$ cat src/rtl/dmem_pkg.sv
// Shared encodings for the banked data memory: access size codes, default lane count
// and the size-to-byte-count helper used on both the request and response paths.
package dmem_pkg;

   localparam int LANES_DEF = 4;

   typedef enum logic [1:0] {
      SIZE_B = 2'd0,
      SIZE_H = 2'd1,
      SIZE_W = 2'd2
   } size_e;

   // Bytes touched by an access; sizes wider than the bank collapse to a full word.
   function automatic logic [3:0] size_nbytes(input logic [1:0] size, input logic [3:0] lanes);
      logic [3:0] nb;
      case (size_e'(size))
         SIZE_B:  nb = 4'd1;
         SIZE_H:  nb = 4'd2;
         SIZE_W:  nb = 4'd4;
         default: nb = 4'd8;
      endcase
      return (nb > lanes) ? lanes : nb;
   endfunction

endpackage

$ cat src/rtl/dmem_rsp_fifo.sv
// Load-response FIFO: registered storage, head presented combinationally from the
// storage array, simultaneous push and pop allowed when full.
module dmem_rsp_fifo
   import dmem_pkg::*;
#(
   parameter int WIDTH = 32,
   parameter int DEPTH = 2
) (
   input  logic                       clk,
   input  logic                       rst,
   input  logic                       push,
   input  logic [WIDTH-1:0]           wdata,
   input  logic                       pop,
   output logic [WIDTH-1:0]           rdata,
   output logic [$clog2(DEPTH+1)-1:0] count
);

   localparam int PW = (DEPTH > 1) ? $clog2(DEPTH) : 1;
   localparam int CW = $clog2(DEPTH+1);

   logic [WIDTH-1:0] mem_q [DEPTH];
   logic [WIDTH-1:0] mem_d [DEPTH];
   logic [PW-1:0]    wr_ptr_q, wr_ptr_d;
   logic [PW-1:0]    rd_ptr_q, rd_ptr_d;
   logic [CW-1:0]    cnt_q, cnt_d;
   logic             push_ok_s, pop_ok_s;

   // Next-state for storage, pointers and occupancy.
   always_comb begin
      mem_d     = mem_q;
      wr_ptr_d  = wr_ptr_q;
      rd_ptr_d  = rd_ptr_q;
      cnt_d     = cnt_q;
      pop_ok_s  = pop && (cnt_q != {CW{1'b0}});
      push_ok_s = push && ((cnt_q != CW'(DEPTH)) || pop_ok_s);
      if (push_ok_s) begin
         mem_d[wr_ptr_q] = wdata;
         wr_ptr_d = (wr_ptr_q == PW'(DEPTH-1)) ? {PW{1'b0}} : wr_ptr_q + 1'b1;
      end else begin
         wr_ptr_d = wr_ptr_q;
      end
      if (pop_ok_s) begin
         rd_ptr_d = (rd_ptr_q == PW'(DEPTH-1)) ? {PW{1'b0}} : rd_ptr_q + 1'b1;
      end else begin
         rd_ptr_d = rd_ptr_q;
      end
      case ({push_ok_s, pop_ok_s})
         2'b10:   cnt_d = cnt_q + 1'b1;
         2'b01:   cnt_d = cnt_q - 1'b1;
         default: cnt_d = cnt_q;
      endcase
   end

   // Pointer and count registers, cleared by reset.
   always_ff @(posedge clk) begin
      if (rst) begin
         wr_ptr_q <= {PW{1'b0}};
         rd_ptr_q <= {PW{1'b0}};
         cnt_q    <= {CW{1'b0}};
      end else begin
         wr_ptr_q <= wr_ptr_d;
         rd_ptr_q <= rd_ptr_d;
         cnt_q    <= cnt_d;
      end
   end

   // Data storage; contents are meaningless once pointers reset, so it is not cleared.
   always_ff @(posedge clk) begin
      mem_q <= mem_d;
   end

   assign rdata = mem_q[rd_ptr_q];
   assign count = cnt_q;

endmodule

$ cat src/rtl/dmem_banked.sv
// Byte-banked data memory front end: steers misaligned loads/stores across LANES
// byte-wide SRAM macros and realigns, masks and extends load data into an ordered FIFO.
module dmem_banked
   import dmem_pkg::*;
#(
   parameter int LANES     = LANES_DEF,
   parameter int BANK_AW   = 9,
   parameter int SRAM_LAT  = 1,
   parameter int RSP_DEPTH = 2
) (
   input  logic                            clk,
   input  logic                            rst,
   input  logic                            req_valid,
   output logic                            req_ready,
   input  logic                            req_we,
   input  logic [31:0]                     req_addr,
   input  logic [1:0]                      req_size,
   input  logic                            req_unsigned,
   input  logic [8*LANES-1:0]              req_wdata,
   output logic                            rsp_valid,
   input  logic                            rsp_ready,
   output logic [8*LANES-1:0]              rsp_data,
   output logic [LANES-1:0]                CEN,
   output logic [LANES-1:0]                GWEN,
   output logic [LANES-1:0][7:0]           WEN,
   output logic [LANES-1:0][BANK_AW-1:0]   A,
   output logic [LANES-1:0][7:0]           D,
   input  logic [LANES-1:0][7:0]           Q
);

   localparam int OFFW = $clog2(LANES);
   localparam int DW   = 8*LANES;
   localparam int CW   = $clog2(RSP_DEPTH+1);
   localparam int OW   = CW + 1;
   localparam int LO   = SRAM_LAT - 1;

   logic [OFFW-1:0]              req_off_s;
   logic [BANK_AW-1:0]           row_s, row_inc_s;
   logic [3:0]                   req_nb_s;
   logic [LANES-1:0][OFFW-1:0]   lane_idx_s;
   logic [LANES-1:0]             lane_en_s;
   logic [LANES-1:0][7:0]        wbytes_s;
   logic [OW-1:0]                inflight_s, occ_s;
   logic [CW-1:0]                fifo_cnt_s;
   logic                         acc_s, pop_s, load_ok_s;

   logic [SRAM_LAT-1:0]              pv_q, pv_d;
   logic [SRAM_LAT-1:0][OFFW-1:0]    poff_q, poff_d;
   logic [SRAM_LAT-1:0][1:0]         psize_q, psize_d;
   logic [SRAM_LAT-1:0]              puns_q, puns_d;

   logic [LANES-1:0][7:0]        rot_s, rsp_bytes_s;
   logic [3:0]                   rnb_s;
   logic                         sign_s;
   logic [7:0]                   fill_s;

   // Request decode, flow control and macro strobes for the acceptance cycle.
   always_comb begin
      req_off_s = req_addr[OFFW-1:0];
      row_s     = req_addr[OFFW +: BANK_AW];
      row_inc_s = row_s + 1'b1;
      req_nb_s  = size_nbytes(req_size, 4'(LANES));
      wbytes_s  = req_wdata;

      inflight_s = {OW{1'b0}};
      for (int k = 0; k < SRAM_LAT; k++) begin
         inflight_s = inflight_s + OW'(pv_q[k]);
      end
      // A pop this cycle frees a slot in time for a load accepted now.
      occ_s     = inflight_s + OW'(fifo_cnt_s) - OW'(pop_s);
      load_ok_s = occ_s < OW'(RSP_DEPTH);
      req_ready = !rst && (req_we || load_ok_s);
      acc_s     = req_valid && req_ready;

      for (int i = 0; i < LANES; i++) begin
         lane_idx_s[i] = OFFW'(i) - req_off_s;
         lane_en_s[i]  = int'(lane_idx_s[i]) < int'(req_nb_s);
         A[i]    = (OFFW'(i) < req_off_s) ? row_inc_s : row_s;
         D[i]    = wbytes_s[lane_idx_s[i]];
         CEN[i]  = !(acc_s && lane_en_s[i]);
         GWEN[i] = acc_s ? !req_we : 1'b1;
         WEN[i]  = (acc_s && lane_en_s[i]) ? 8'h00 : 8'hFF;
      end
   end

   // Load sideband pipeline that tracks the macro read latency.
   always_comb begin
      pv_d[0]    = acc_s && !req_we;
      poff_d[0]  = req_off_s;
      psize_d[0] = req_size;
      puns_d[0]  = req_unsigned;
      for (int k = 1; k < SRAM_LAT; k++) begin
         pv_d[k]    = pv_q[k-1];
         poff_d[k]  = poff_q[k-1];
         psize_d[k] = psize_q[k-1];
         puns_d[k]  = puns_q[k-1];
      end
   end

   // Sideband pipeline registers; reset drops loads in flight.
   always_ff @(posedge clk) begin
      if (rst) begin
         pv_q    <= {SRAM_LAT{1'b0}};
         poff_q  <= '0;
         psize_q <= '0;
         puns_q  <= {SRAM_LAT{1'b0}};
      end else begin
         pv_q    <= pv_d;
         poff_q  <= poff_d;
         psize_q <= psize_d;
         puns_q  <= puns_d;
      end
   end

   // Realign macro bytes to request order, then mask and extend.
   always_comb begin
      rnb_s  = size_nbytes(psize_q[LO], 4'(LANES));
      sign_s = 1'b0;
      for (int j = 0; j < LANES; j++) begin
         rot_s[j] = Q[OFFW'(j) + poff_q[LO]];
         sign_s   = (j == int'(rnb_s) - 1) ? rot_s[j][7] : sign_s;
      end
      fill_s = puns_q[LO] ? 8'h00 : {8{sign_s}};
      for (int j = 0; j < LANES; j++) begin
         rsp_bytes_s[j] = (j < int'(rnb_s)) ? rot_s[j] : fill_s;
      end
   end

   assign rsp_valid = !rst && (fifo_cnt_s != {CW{1'b0}});
   assign pop_s     = rsp_valid && rsp_ready;

   dmem_rsp_fifo #(
      .WIDTH (DW),
      .DEPTH (RSP_DEPTH)
   ) u_rsp_fifo (
      .clk   (clk),
      .rst   (rst),
      .push  (pv_q[LO]),
      .wdata (rsp_bytes_s),
      .pop   (pop_s),
      .rdata (rsp_data),
      .count (fifo_cnt_s)
   );

   generate
      if (OFFW + BANK_AW < 32) begin : g_unused_addr
         logic unused_addr_s;
         assign unused_addr_s = ^req_addr[31:OFFW+BANK_AW];
      end
   endgenerate

endmodule

$ cat config.mk
export PLATFORM = sky130hd
export DESIGN_NAME = dmem_banked
export DESIGN_NICKNAME = d
export VERILOG_FILES = /design/src/rtl/dmem_pkg.sv /design/src/rtl/dmem_rsp_fifo.sv /design/src/rtl/dmem_banked.sv
export SDC_FILE = /design/constraint.sdc
export NUM_CORES = 1
export LEC_CHECK = 0
export BUFFER_PORTS_ARGS = -buffer_cell sky130_fd_sc_hd__buf_2
export CAP_MARGIN = 20
export CORE_MARGIN = 2
export CORE_UTILIZATION = 49
export CTS_BUF_LIST = sky130_fd_sc_hd__clkbuf_4
export DETAILED_ROUTE_END_ITERATION = 7
export PLACE_DENSITY = 0.83
export SLEW_MARGIN = 0
export SYNTH_ARGS = -nofsm -noshare
export SYNTH_HDL_FRONTEND = slang
export SYNTH_SLANG_ARGS = --single-unit
export TNS_END_PERCENT = 30
$ cat constraint.sdc
create_clock -name clk -period 3.6 [get_ports clk]
set_input_delay 0.18 -clock clk [delete_from_list [all_inputs] [get_ports clk]]
set_output_delay 0.18 -clock clk [all_outputs]
set_load 0.02 [all_outputs]
==> impl_results.md <==
- Worst Skew: 12.6 ps
- Layout cells sized above 1: 0.566
- Hold Path Sink: poff_q[0]
- Filler cells: 864
- PortBufs: 224
- R2R Path Start: u_rsp_fifo.count[1]
- Die H: 109 microns
- Post-synth EDFFs: 64
- TritonCTS Sinks: 74
- Setup CP Type: reg2out
- I/O pin count: around 250
- Clk Tree Root Cell: clkbuf_4
- Critical Path Source Type: flop
- Hold Startpoint: req_addr[0]
- Worst hold stages: 3
- Max Cap Viol: 0
- Critical path fanouts, max: 9
- Xor/xnor share of the synthesized area: 0.0488
- Drt first pass iters: 4
- Vias in the first global route: 4020
- Largest net degree at the start of global routing: 40
- Fraction of the cycle the final worst path needs: 0.930
- CTS tree: built
- Initial antenna violation count: 0
- Critical Path AT: 3170 ps
- Post-Synthesis Cells: 431
- Worst path required time: 3420 ps
- Bufs on Longest Clock Path: 2
- Syn-to-layout area delta: 19.8%
- Async SR Flop Fraction: 0
- Largest family of logic cells by synthesized area: multiplexers
- RR Endpoint: pv_q
- Most frequent cells in the layout: buf_2 (224), edfxtp_1 (64), nand2_1 (55), mux4_2 (52), mux2_2 (37)
- CP max stage cell: dfxtp_1
- P_leak: 2.61 nW
- Synth Flop Type: edfxtp_1
- Post-Syn Nets: approximately 550
- Bufs and invs on worst path: 1
- Routed len/inst: 18.2 microns
- CP peak stage delay: 480 ps
- CTS Buf Count: 9
- CP delay by family, top: simple AND/OR/NAND/NOR gates
- Worst-case reg-to-reg path depth: 9
- GPL Wtd Cong: 0.832
- Met1 usage: 0.248
- Unique masters post-synth: 36
- Final Max Tran Viols: 0
- Relative slew slack: 0.390
- Clk Latency, worst-skew pair: ~400 ps
- CP cell instances: nor2_1 -> nor2b_1 -> ha_1 -> nand2b_1 -> fa_1 -> xnor2_1 -> a21oi_1 -> nor3b_2 -> o21ai_1 -> buf_2
- Final setup viols: 0
- Via density: 5.62
- Slew @ Worst Pin: 914 ps
- DR iter-0 viols: 235
- Total track usage: 0.221
- Hold Path Class: in2reg
- Die area: 11800 sq um
- CTS H-tree lvls: 3
- Core area: ~11000 sq um
- Reg-to-reg slack, setup: between 1000 and 1500 ps
- Average size of a mapped cell: 12.5 sq um
- Die X: approximately 110 microns
- Adder-Cell Fraction of Synth Area: 0.0246
- Via count: 4169
- Final nets: approximately 700
- Compound-Gate Fraction of Synth Area: 0.0304
- DP Worst Slack: 363 ps
- Max Clock Freq: approximately 300 MHz
- Placement Rows: 38
- Setup TNS: 0 ps
- Status: finished, final reports clean
- Post-synthesis sequential area ratio: 0.394
- Crit path setup slack, layout: between 200 and 300 ps
- Setup bufs post-CTS: 0
- Total wire length: 13500 microns
- Fin crit period: 3350 ps
- Post-Syn Area: 5380 sq um
- Post-Synth Simple-Gate Area: 0.0871
- Yosys warns: 0
- Final ANT Viol Nets: 0
- Met3 Use GR: 0.0562
- DP HPWL: 9730 microns
- Final Hold Viols: 0
- Starting Density: 0.499
- GR peak layer: met2
- DRC Markers: 0
- Grt ovf: 0
- Clock transition at path regs: 110 ps
- Critical Path End Type: primary output
- Global-route wire length before repair: 20200 microns
- Mux cell area share after synthesis: 0.318
- Pwr Density: about 370 nW/um^2
- Commonest non-fill, non-tap cell in the layout: buf_2
- VDD IR max: approximately 0.23 mV
- Routing usage on met2: 0.409
- # diodes: 0
- Seq cells post-synth: 74
[tightest hold or removal path: stages]
cell    delay (ps)
buf_2           90
inv_1           60
nor2_1          80
[area by class of cell]
cell class | count | area (sq um) | share of cell area
Multi-Input combinational cell | 272 | 2750 | 0.426
Sequential cell | 74 | 2120 | 0.329
Timing Repair Buffer | 232 | 1190 | 0.184
Tap cell | 140 | 175 | 0.0271
Clock inverter | 5 | 104 | 0.0161
Clock buffer | 11 | 82.6 | 0.0128
Inverter | 8 | 30.0 | 0.00465
[power breakdown]
group	internal [W]	leakage, nW	switching (W)
combinational	0.000303	1.84	0.000427
clock	0.000368	0.101	0.000283
sequential	0.000978	0.667	0.0000239
[flip-flops by register name (all words and copies together) (netlist names)]
signal               flops
u_rsp_fifo.wr_ptr_q      1
pv_q                     1
poff_q                   2
psize_q                  2
u_rsp_fifo.count         2
u_rsp_fifo.rd_ptr_q      1
puns_q                   1
u_rsp_fifo.mem_q        64
[cells in the mapped netlist (9+ instances only)]
| cell type | number | area [sq um] |
|---|---|---|
| mux2i_1 | 11 | 110 |
| mux4_2 | 52 | 1170 |
| a21oi_1 | 9 | 45.0 |
| o21ai_0 | 12 | 60.1 |
| buf_2 | 14 | 70.1 |
| mux2_2 | 37 | 417 |
| clkbuf_1 | 14 | 52.6 |
| ha_1 | 9 | 113 |
| nand2_1 | 55 | 206 |
| edfxtp_1 | 64 | 1920 |
| xnor2_1 | 25 | 219 |
| dfxtp_1 | 10 | 200 |
| nor2_1 | 14 | 52.6 |
| buf_4 | 45 | 338 |
[worst max-delay path by stage]
stage	from	slack [ps]	endpoint	cells past startpoint
2_1_floorplan	req_addr[1]	230	WEN[16]	11
6_report	u_rsp_fifo.count[1]	250	WEN[24]	10
3_3_place_gp	rst	540	WEN[28]	11
5_1_grt	u_rsp_fifo.count[1]	-40	WEN[18]	10
3_5_place_dp	rst	360	WEN[24]	11
4_1_cts	u_rsp_fifo.count[1]	-80	WEN[24]	10
[cell families (layout without fill, tap and decap cells)]
logic type | count (synthesis) | in the layout
AND/OR/NAND/NOR | 102 | 102
AO/OA/AOI/OAI | 29 | 29
multiplexers | 101 | 101
adder cells (fa/ha/maj) | 10 | 10
buffers and inverters | 85 | 256
flip-flops | 74 | 74
XOR/XNOR | 30 | 30
[metrics by stage]
| step | power [W] | util | area (sq um) | hold WS [ps] | instances |
|---|---|---|---|---|---|
| 2_1_floorplan | 0.00155 | - | 5380 | 252 | 431 |
| 3_3_place_gp | 0.00172 | 0.578 | 6240 | 375 | 724 |
| 3_5_place_dp | 0.00175 | 0.578 | 6240 | 373 | 724 |
| 4_1_cts | 0.00240 | 0.597 | 6450 | 17.5 | 742 |
| 5_1_grt | 0.00248 | 0.598 | 6450 | 58.1 | 742 |
| 6_report | 0.00238 | 0.598 | 6450 | 40.2 | 742 |
[what timing repair did]
| action | in CTS | in global routing |
|---|---|---|
| hold buffers | 2 | 0 |
| hold endpoints to repair | 2 | 0 |
| resized for setup | 0 | 5 |
| setup endpoints to repair | 36 | 37 |
[per-layer routing]
metal | routed length, microns | part of all wire | up-vias
met4 | 269 | 0.020 | 0
met2 | 7290 | 0.54 | 191
li1 | - | - | 1891
met5 | 0 | 0 | -
met1 | 4820 | 0.36 | 2066
met3 | 1100 | 0.081 | 21
Power figures use the tool's default switching activity.
